==> src/rtl/balu_rs.sv <==
// balu_rs: branch reservation station in front of the branch ALU.
// Holds dispatched branch compares until both operands are valid and issues
// one ready entry per cycle. An entry stays allocated until the ALU returns
// its id on res_rs. Entry k has id k+1; id 0 means "none".
// Optional feature macro: BALU_RS_WAKEUP_ISSUE_EN lets an entry whose last
// pending operand arrives on the CDB issue in that same cycle.
// dbg_state exposes each entry's state (2 bits per entry, entry 0 in [1:0]).
module balu_rs #(
  parameter int WIDTH   = 32,
  parameter int RSBIT   = 3,
  parameter int ENTRIES = 4,
  parameter int TAGW    = 5
) (
  input  logic                 clk,
  input  logic                 rst,
  input  logic                 flush,
  input  logic                 disp_valid,
  output logic                 disp_ready,
  input  logic [2:0]           disp_op,
  input  logic [WIDTH-1:0]     disp_vl,
  input  logic [WIDTH-1:0]     disp_vr,
  input  logic                 disp_vl_rdy,
  input  logic                 disp_vr_rdy,
  input  logic [TAGW-1:0]      disp_tl,
  input  logic [TAGW-1:0]      disp_tr,
  output logic [RSBIT-1:0]     disp_rs,
  input  logic                 cdb_valid,
  input  logic [TAGW-1:0]      cdb_tag,
  input  logic [WIDTH-1:0]     cdb_value,
  output logic [RSBIT-1:0]     iss_rs,
  output logic [WIDTH-1:0]     iss_vl,
  output logic [WIDTH-1:0]     iss_vr,
  output logic [2:0]           iss_op,
  input  logic [RSBIT-1:0]     res_rs,
  output logic [2*ENTRIES-1:0] dbg_state
);
  // Dispatch handshake: a dispatch is accepted in a cycle exactly when
  // disp_valid and disp_ready are both high at the rising edge; disp_ready
  // depends only on registered state, and disp_rs is meaningful only then.

  localparam logic [1:0] S_FREE   = 2'd0;
  localparam logic [1:0] S_WAIT   = 2'd1;
  localparam logic [1:0] S_READY  = 2'd2;
  localparam logic [1:0] S_ISSUED = 2'd3;

  logic [1:0]       state_q  [ENTRIES];
  logic [1:0]       state_d  [ENTRIES];
  logic [WIDTH-1:0] vl_q     [ENTRIES];
  logic [WIDTH-1:0] vl_d     [ENTRIES];
  logic [WIDTH-1:0] vr_q     [ENTRIES];
  logic [WIDTH-1:0] vr_d     [ENTRIES];
  logic             vl_rdy_q [ENTRIES];
  logic             vl_rdy_d [ENTRIES];
  logic             vr_rdy_q [ENTRIES];
  logic             vr_rdy_d [ENTRIES];
  logic [TAGW-1:0]  tl_q     [ENTRIES];
  logic [TAGW-1:0]  tl_d     [ENTRIES];
  logic [TAGW-1:0]  tr_q     [ENTRIES];
  logic [TAGW-1:0]  tr_d     [ENTRIES];
  logic [2:0]       op_q     [ENTRIES];
  logic [2:0]       op_d     [ENTRIES];

  // Per-entry view after this cycle's CDB capture.
  logic [WIDTH-1:0]   vl_w [ENTRIES];
  logic [WIDTH-1:0]   vr_w [ENTRIES];
  logic [ENTRIES-1:0] wake_l, wake_r, rdy_l_w, rdy_r_w, woken, cand, free_hit;

  logic             free_found, sel_found, disp_fire;
  logic [RSBIT-1:0] free_idx, sel_idx;
  logic [WIDTH-1:0] sel_vl, sel_vr;
  logic [2:0]       sel_op;

  logic             byp_l_rdy, byp_r_rdy;
  logic [WIDTH-1:0] byp_vl, byp_vr;

  logic [RSBIT-1:0] iss_rs_q;
  logic [WIDTH-1:0] iss_vl_q, iss_vr_q;
  logic [2:0]       iss_op_q;

  // Operands dispatched not-ready can still be caught from the CDB this cycle.
  assign byp_l_rdy = disp_vl_rdy | (cdb_valid & (disp_tl == cdb_tag));
  assign byp_r_rdy = disp_vr_rdy | (cdb_valid & (disp_tr == cdb_tag));
  assign byp_vl    = disp_vl_rdy ? disp_vl : cdb_value;
  assign byp_vr    = disp_vr_rdy ? disp_vr : cdb_value;

  // CDB wakeup, issue candidates and res_rs matching per entry.
  always_comb begin
    for (int k = 0; k < ENTRIES; k++) begin
      wake_l[k]   = cdb_valid && (state_q[k] == S_WAIT) && !vl_rdy_q[k] && (tl_q[k] == cdb_tag);
      wake_r[k]   = cdb_valid && (state_q[k] == S_WAIT) && !vr_rdy_q[k] && (tr_q[k] == cdb_tag);
      vl_w[k]     = wake_l[k] ? cdb_value : vl_q[k];
      vr_w[k]     = wake_r[k] ? cdb_value : vr_q[k];
      rdy_l_w[k]  = vl_rdy_q[k] | wake_l[k];
      rdy_r_w[k]  = vr_rdy_q[k] | wake_r[k];
      woken[k]    = (state_q[k] == S_WAIT) && rdy_l_w[k] && rdy_r_w[k];
`ifdef BALU_RS_WAKEUP_ISSUE_EN
      cand[k]     = (state_q[k] == S_READY) || woken[k];
`else
      cand[k]     = (state_q[k] == S_READY);
`endif
      free_hit[k] = (res_rs == RSBIT'(k + 1)) && (state_q[k] == S_ISSUED);
    end
  end

  // Lowest-index FREE entry for dispatch and lowest-index candidate for issue;
  // scanning downward lets the lowest index win.
  always_comb begin
    free_found = 1'b0;
    free_idx   = '0;
    sel_found  = 1'b0;
    sel_idx    = '0;
    sel_vl     = '0;
    sel_vr     = '0;
    sel_op     = '0;
    for (int k = ENTRIES - 1; k >= 0; k--) begin
      if (state_q[k] == S_FREE) begin
        free_found = 1'b1;
        free_idx   = RSBIT'(k);
      end
      if (cand[k]) begin
        sel_found = 1'b1;
        sel_idx   = RSBIT'(k);
        sel_vl    = vl_w[k];
        sel_vr    = vr_w[k];
        sel_op    = op_q[k];
      end
    end
  end

  assign disp_ready = free_found;
  assign disp_fire  = disp_valid & free_found;
  assign disp_rs    = free_found ? free_idx + RSBIT'(1) : '0;

  // Next entry state: wakeup, issue, free and allocation touch disjoint entries.
  always_comb begin
    for (int k = 0; k < ENTRIES; k++) begin
      state_d[k]  = state_q[k];
      vl_d[k]     = vl_w[k];
      vr_d[k]     = vr_w[k];
      vl_rdy_d[k] = rdy_l_w[k];
      vr_rdy_d[k] = rdy_r_w[k];
      tl_d[k]     = tl_q[k];
      tr_d[k]     = tr_q[k];
      op_d[k]     = op_q[k];
      if (woken[k]) state_d[k] = S_READY;
      if (sel_found && (sel_idx == RSBIT'(k))) state_d[k] = S_ISSUED;
      if (free_hit[k]) state_d[k] = S_FREE;
      if (disp_fire && (free_idx == RSBIT'(k))) begin
        state_d[k]  = (byp_l_rdy && byp_r_rdy) ? S_READY : S_WAIT;
        vl_d[k]     = byp_vl;
        vr_d[k]     = byp_vr;
        vl_rdy_d[k] = byp_l_rdy;
        vr_rdy_d[k] = byp_r_rdy;
        tl_d[k]     = disp_tl;
        tr_d[k]     = disp_tr;
        op_d[k]     = disp_op;
      end
    end
  end

  // Entry state registers; flush discards everything.
  always_ff @(posedge clk) begin
    for (int k = 0; k < ENTRIES; k++) begin
      if (rst || flush) state_q[k] <= S_FREE;
      else              state_q[k] <= state_d[k];
    end
  end

  // Entry payload registers; contents of FREE entries are don't-care.
  always_ff @(posedge clk) begin
    for (int k = 0; k < ENTRIES; k++) begin
      if (rst) begin
        vl_q[k]     <= '0;
        vr_q[k]     <= '0;
        vl_rdy_q[k] <= 1'b0;
        vr_rdy_q[k] <= 1'b0;
        tl_q[k]     <= '0;
        tr_q[k]     <= '0;
        op_q[k]     <= '0;
      end else begin
        vl_q[k]     <= vl_d[k];
        vr_q[k]     <= vr_d[k];
        vl_rdy_q[k] <= vl_rdy_d[k];
        vr_rdy_q[k] <= vr_rdy_d[k];
        tl_q[k]     <= tl_d[k];
        tr_q[k]     <= tr_d[k];
        op_q[k]     <= op_d[k];
      end
    end
  end

  // Issue registers; operands and op hold when nothing is selected.
  always_ff @(posedge clk) begin
    if (rst) begin
      iss_rs_q <= '0;
      iss_vl_q <= '0;
      iss_vr_q <= '0;
      iss_op_q <= '0;
    end else if (flush) begin
      iss_rs_q <= '0;
    end else begin
      iss_rs_q <= sel_found ? sel_idx + RSBIT'(1) : '0;
      if (sel_found) begin
        iss_vl_q <= sel_vl;
        iss_vr_q <= sel_vr;
        iss_op_q <= sel_op;
      end
    end
  end

  assign iss_rs = iss_rs_q;
  assign iss_vl = iss_vl_q;
  assign iss_vr = iss_vr_q;
  assign iss_op = iss_op_q;

  // Debug view of every entry's state.
  always_comb begin
    dbg_state = '0;
    for (int k = 0; k < ENTRIES; k++) dbg_state[2*k +: 2] = state_q[k];
  end
endmodule

==> config.mk <==
export PLATFORM = sky130hd
export DESIGN_NAME = balu_rs
export DESIGN_NICKNAME = d
export VERILOG_FILES = /design/src/rtl/balu_rs.sv
export SDC_FILE = /design/constraint.sdc
export NUM_CORES = 1
export LEC_CHECK = 0
export BUFFER_PORTS_ARGS = -buffer_cell sky130_fd_sc_hd__buf_2
export CAP_MARGIN = 20
export CORE_MARGIN = 8
export CORE_UTILIZATION = 35
export DETAILED_ROUTE_END_ITERATION = 10
export SLEW_MARGIN = 10
export SYNTH_ARGS = -nofsm -noshare
export SYNTH_HDL_FRONTEND = slang
export SYNTH_SLANG_ARGS = --single-unit
==> constraint.sdc <==
create_clock -name clk -period 3.6 [get_ports clk]
set_input_delay 1.08 -clock clk [delete_from_list [all_inputs] [get_ports clk]]
set_output_delay 1.08 -clock clk [all_outputs]
set_load 0.01 [all_outputs]
**Word-level counts from Yosys, hierarchy flattened**

Memory sizes are Yosys's and may differ from the RTL's.
Cells that the tools add are included.

- Register bits: 70
- Memory bits (writable): 324
- Output and inout port bits: 82
- Logic and storage cells: 273
- Memories kept: 8

- Add/subtract/negate cells: 2
- Equality and inequality tests: 32
- Mux-type cells: 122
- Bitwise logic cells: 47
- Reduce and logical (&&, ||, !) cells: 58

Memory list:

| memory | depth | width | read ports | clocked after Yosys merged registers in | wr ports | line | text |
|---|---|---|---|---|---|---|---|
| vl_q | 4 | 32 | 4 | 0 | 4 | 48 | `logic [WIDTH-1:0] vl_q [ENTRIES];` |
| vr_q | 4 | 32 | 4 | 0 | 4 | 50 | `logic [WIDTH-1:0] vr_q [ENTRIES];` |
| tl_q | 4 | 5 | 4 | 0 | 4 | 56 | `logic [TAGW-1:0] tl_q [ENTRIES];` |
| tr_q | 4 | 5 | 4 | 0 | 4 | 58 | `logic [TAGW-1:0] tr_q [ENTRIES];` |
| op_q | 4 | 3 | 4 | 0 | 4 | 60 | `logic [2:0] op_q [ENTRIES];` |
| state_q | 4 | 2 | 4 | 0 | 4 | 46 | `logic [1:0] state_q [ENTRIES];` |
| +2 memories | - | - | - | - | - | - |  |

Operators with widths:

| cell | count |
|---|---|
| 2-to-1 mux 32 bit | 34 |
| 2-to-1 mux 5 bit | 16 |
| 2-to-1 mux 3 bit | 19 |
| == test 5 bit | 10 |
| 2-to-1 mux 2 bit | 23 |
| OR 1 bit | 42 |
| logical AND 1 bit | 41 |
| 2-to-1 mux 1 bit | 30 |
| == test 3 x 2 -> 1 bit (second input constant) | 6 |
| == test 2 bit (second input constant) | 8 |
| == test 3 x 1 -> 1 bit (second input constant) | 3 |
| == test 2 x 1 -> 1 bit (second input constant) | 4 |
| logical NOT 1 bit | 8 |
| logical NOT 2 bit | 4 |
| adder 3 x 1 -> 3 bit (second input constant) | 2 |
| logical NOT 3 bit | 2 |
| bitwise AND 1 bit | 3 |
| == test 3 bit (second input constant) | 1 |
| OR reduction 3 bit | 1 |
| NOT 1 bit | 2 |
| AND reduction 2 bit | 1 |
| logical OR 1 bit | 1 |

**Longest topological paths before layout**

An unclocked memory read counts as a cell.

- Depth in word-level cells: 13
- Gate-level depth with buffers: 11

**Least setup slack after synthesis**

OpenSTA, ideal clock, no wires.

- Path type: input port to flip-flop
- From: in cdb_tag[4]
- To: reg iss_vl_q[25], in the netlist iss_vl[25]
- Setup time: 0.139 ns
- Arrival: 2.972 ns
- Data required time: 3.461 ns
- Setup slack: 0.489 ns
- Cell stages on the path: 8
- Cell sequence: buf_6 xor2_1 or4_4 nor4_4 buf_6 mux2_2 a21oi_1 a211oi_2

- Word-level cells in the longest chain between the ends: 7
- Elaborated cells between the ends (all ways): 16
- Classes of those cells: eq/ne (4); mux (8); reduce/logical (4)

Ends and longest elaborated chain:

| what | line | text |
|---|---|---|
| start, declared | 28 | `input logic [TAGW-1:0] cdb_tag,` |
| == test 5 bit | 89 | `wake_l[k] = cdb_valid && (state_q[k] == S_WAIT) && !vl_rdy_q[k] && (tl_q[k] == cdb_tag);` |
| logical AND 1 bit | 89 |  |
| 2-to-1 mux 32 bit | 91 | `vl_w[k] = wake_l[k] ? cdb_value : vl_q[k];` |
| 2-to-1 mux 32 bit (3 in a row) | 120 | `if (cand[k]) begin` |
| 2-to-1 mux 32 bit (*) | 120 |  |
| end signal, assigned | 204 | `iss_vl_q <= sel_vl;` |
| end, declared | 77 | `logic [WIDTH-1:0] iss_vl_q, iss_vr_q;` |

Mark *: on every way between the ends. The rest lies on a longest branch, timed or not.
A chain may end at the register's enable or synchronous reset.

==> impl_metrics.ini <==
[critical_path]
crit_start = state_q[0][1]$_SDFFE_PP0P_
critPathKind = reg -> out
endpoint_kind = output pin
rr_startpoint = state_q[2][1]$_SDFFE_PP0P_
crit_required_ns = 2.52
cp_slowest_cell = dfxtp_1
path_cells = o22a_1 -> nand2_1 -> and2_1 -> buf_2
cp_slowest_stage_delay_ns = 0.60
crit_arrival_ns = 2.19
crit_fanout = 11
startpoint_type = register

[timing]
holdWs_ns = 0.456
period_minus_slack_ns = 3.27
slew-limit-headroom_pct = 33.6
hold_viol = 0
fin_skew_ns = 0.0265
final_min_period_over_clock_period_pct = 90.8
fmax_mhz = 306
drv_slew = 0
grt_setup_unrepaired = no
finalSetupTns_ns = 0
tightest_slew_ns = 0.997
setup_viol = 0

[clock_network]
htree_levels = 2
hold_buffers = 0
clock_latency_ns = 0.58
clkSinkCount = 394
cts_buffers = 45
postCtsSetupBuffers = 0
cts_tree = done
cts_resized = 0
path_clk_slew_ns = 0.06
root_buffer = clkbuf_16
cts_buffer_depth = 3

[cells_and_area]
fin_nets = 2344
final_cell_mix = 394 x dfxtp_1, 297 x a211oi_1, 255 x nor2_1, 204 x buf_2, 160 x mux2i_1
multi_input_area_um2 = 10500
area_growth_pct = 16.4
nFillCells = 5369
drive_above_1_share_pct = 19.5
layout_commonest_cell = dfxtp_1
regArea_um2 = 7890

[yosys]
postSynthAreaPerCell_um2 = 8.98
synth_edf_count = 0
yosysWarnings = 0
synth_flop_cell = dfxtp_1
synth_seq_area_share_pct = 40.7
syn-cell-area_um2 = 19400
synth_cell_types = 56
synthArstFlopShare_pct = 0
syn_nets = 2286
synth_seq_cells = 394
syn_inst = 2156

[placed_design]
port_buffers = 205
hpwl_um = 40700
gp_congestion = 0.812

[floorplanning]
start_util_pct = 35.3
die_w_um = 251
die_area_um2 = 63100
die_y_um = 251
core-area_um2 = 54900
num_rows = 86
io_pins = 206

[power_and_ir_drop]
irDropWorstVdd_uv = 315
leakagePower_nw = 8.61
p_per_area_nw_per_um2 = 467

[routing]
wl_um = 66500
drcViolationCount = 0
wire_per_inst_um = 22.5
num_vias = 17000
drtPass1Iterations = 5
ant_nets = 0
drtIter0Drc = 1324
vias_per_cell = 5.75

[grt]
gr-total-overflow = 0
antenna_found_initial = 5
grt_start_max_net_pins = 110
grt_usage_pct = 20.2
grt_pass1_wl_um = 103000
grt_pass1_vias = 17300

[min_path]
hold_path_class = reg -> reg
hold_start = op_q[3][2]$_SDFFE_PP0P_

[status]
status = finished clean

[flow_run]
maxCapViolCount = 0
[layer usage]
metal	track usage, %	wire length [um]
met1	27.0	30400
met2	32.5	30300
met3	3.80	3930
met4	7.10	1930
met5	0	0
[cell type report]
type	instances	area share (%)
Multi-Input combinational cell	1514	46.7
Inverter	9	0.150
Timing Repair Buffer	250	7.26
Tap cell	704	3.91
Clock inverter	12	0.866
Clock buffer	69	6.07
Sequential cell	394	35.0
Antenna cell	4	0.0444
[synthesized netlist by cell type (all sizes together), types with 4 or more instances]
master | count | area (um^2)
o21a | 11 | 82.6
o21bai | 19 | 143
a31oi | 23 | 144
dfxtp | 394 | 7890
a21oi | 95 | 475
clkbuf | 190 | 714
inv | 9 | 33.8
mux2i | 160 | 1600
ha | 6 | 75.1
o22ai | 5 | 31.3
nor3 | 44 | 220
buf | 49 | 313
xnor2 | 17 | 149
a211oi | 303 | 2300
nand3 | 10 | 50.1
and3 | 7 | 43.8
xor2 | 33 | 289
a22o | 13 | 114
nor4 | 8 | 108
nor2b | 69 | 432
a2bb2oi | 51 | 447
a221oi | 4 | 35.0
a22oi | 32 | 240
nand2 | 140 | 526
nand4 | 7 | 43.8
mux2 | 96 | 1090
or4 | 5 | 41.3
a311oi | 36 | 315
nor2 | 256 | 961
and2 | 35 | 219
[flip-flops by register name, indices dropped and copies added (netlist names), 4 cells and up]
register and count:
iss_vl 32, iss_vr 32, op_q 12, state_q 8, tl_q 20, tr_q 20, vl_q 128, vl_rdy_q 4
vr_q 128, vr_rdy_q 4
[cell families after synthesis]
| kind of cell | share of synthesized area (%) |
|---|---|
| flip-flops | 40.7 |
| buffers and inverters | 5.48 |
| multiplexers | 13.9 |
| XOR/XNOR | 2.26 |
| adder cells (fa/ha/maj) | 0.388 |
| AND/OR/NAND/NOR | 14.3 |
| AO/OA/AOI/OAI | 23.0 |
[where the power goes]
group,internal (mW),switching (mW)
Sequential,4.52,0.0763
Clock,2.97,1.92
Combinational,0.384,0.646
[stage by stage]
stage / utilization, % / area, um^2 / cells / setup WS (ns) / power, mW
after floorplan: - / 19400 / 2156 / 0.489 / 5.34
after global placement: 38.2 / 21000 / 2871 / 0.322 / 5.68
after detailed placement: 38.2 / 21000 / 2871 / 0.257 / 5.71
after CTS: 41.1 / 22500 / 2952 / 0.322 / 10.6
after global routing: 41.1 / 22500 / 2956 / 0.232 / 10.9
final: 41.1 / 22500 / 2956 / 0.333 / 10.5
[final timing paths]
path / slack (ns) / to / depth (start not counted)
worst max-delay path: 0.33 / disp_rs[2] / 4
worst min-delay path: 0.46 / op_q[3][2]$_SDFFE_PP0P_ / 2
worst max register to register: 0.90 / vr_q[1][23]$_SDFF_PP0_ / 9
worst min register to register: 0.46 / op_q[3][2]$_SDFFE_PP0P_ / 2
[worst max-delay path, delay by kind of cell, from the launching register on]
kind / cells / cell delay, ns
AO/OA/AOI/OAI: 1 / 0.24
AND/OR/NAND/NOR: 2 / 0.63
flip-flops: 1 / 0.60
buffers and inverters: 1 / 0.14
(Power assumes the default switching activity.)
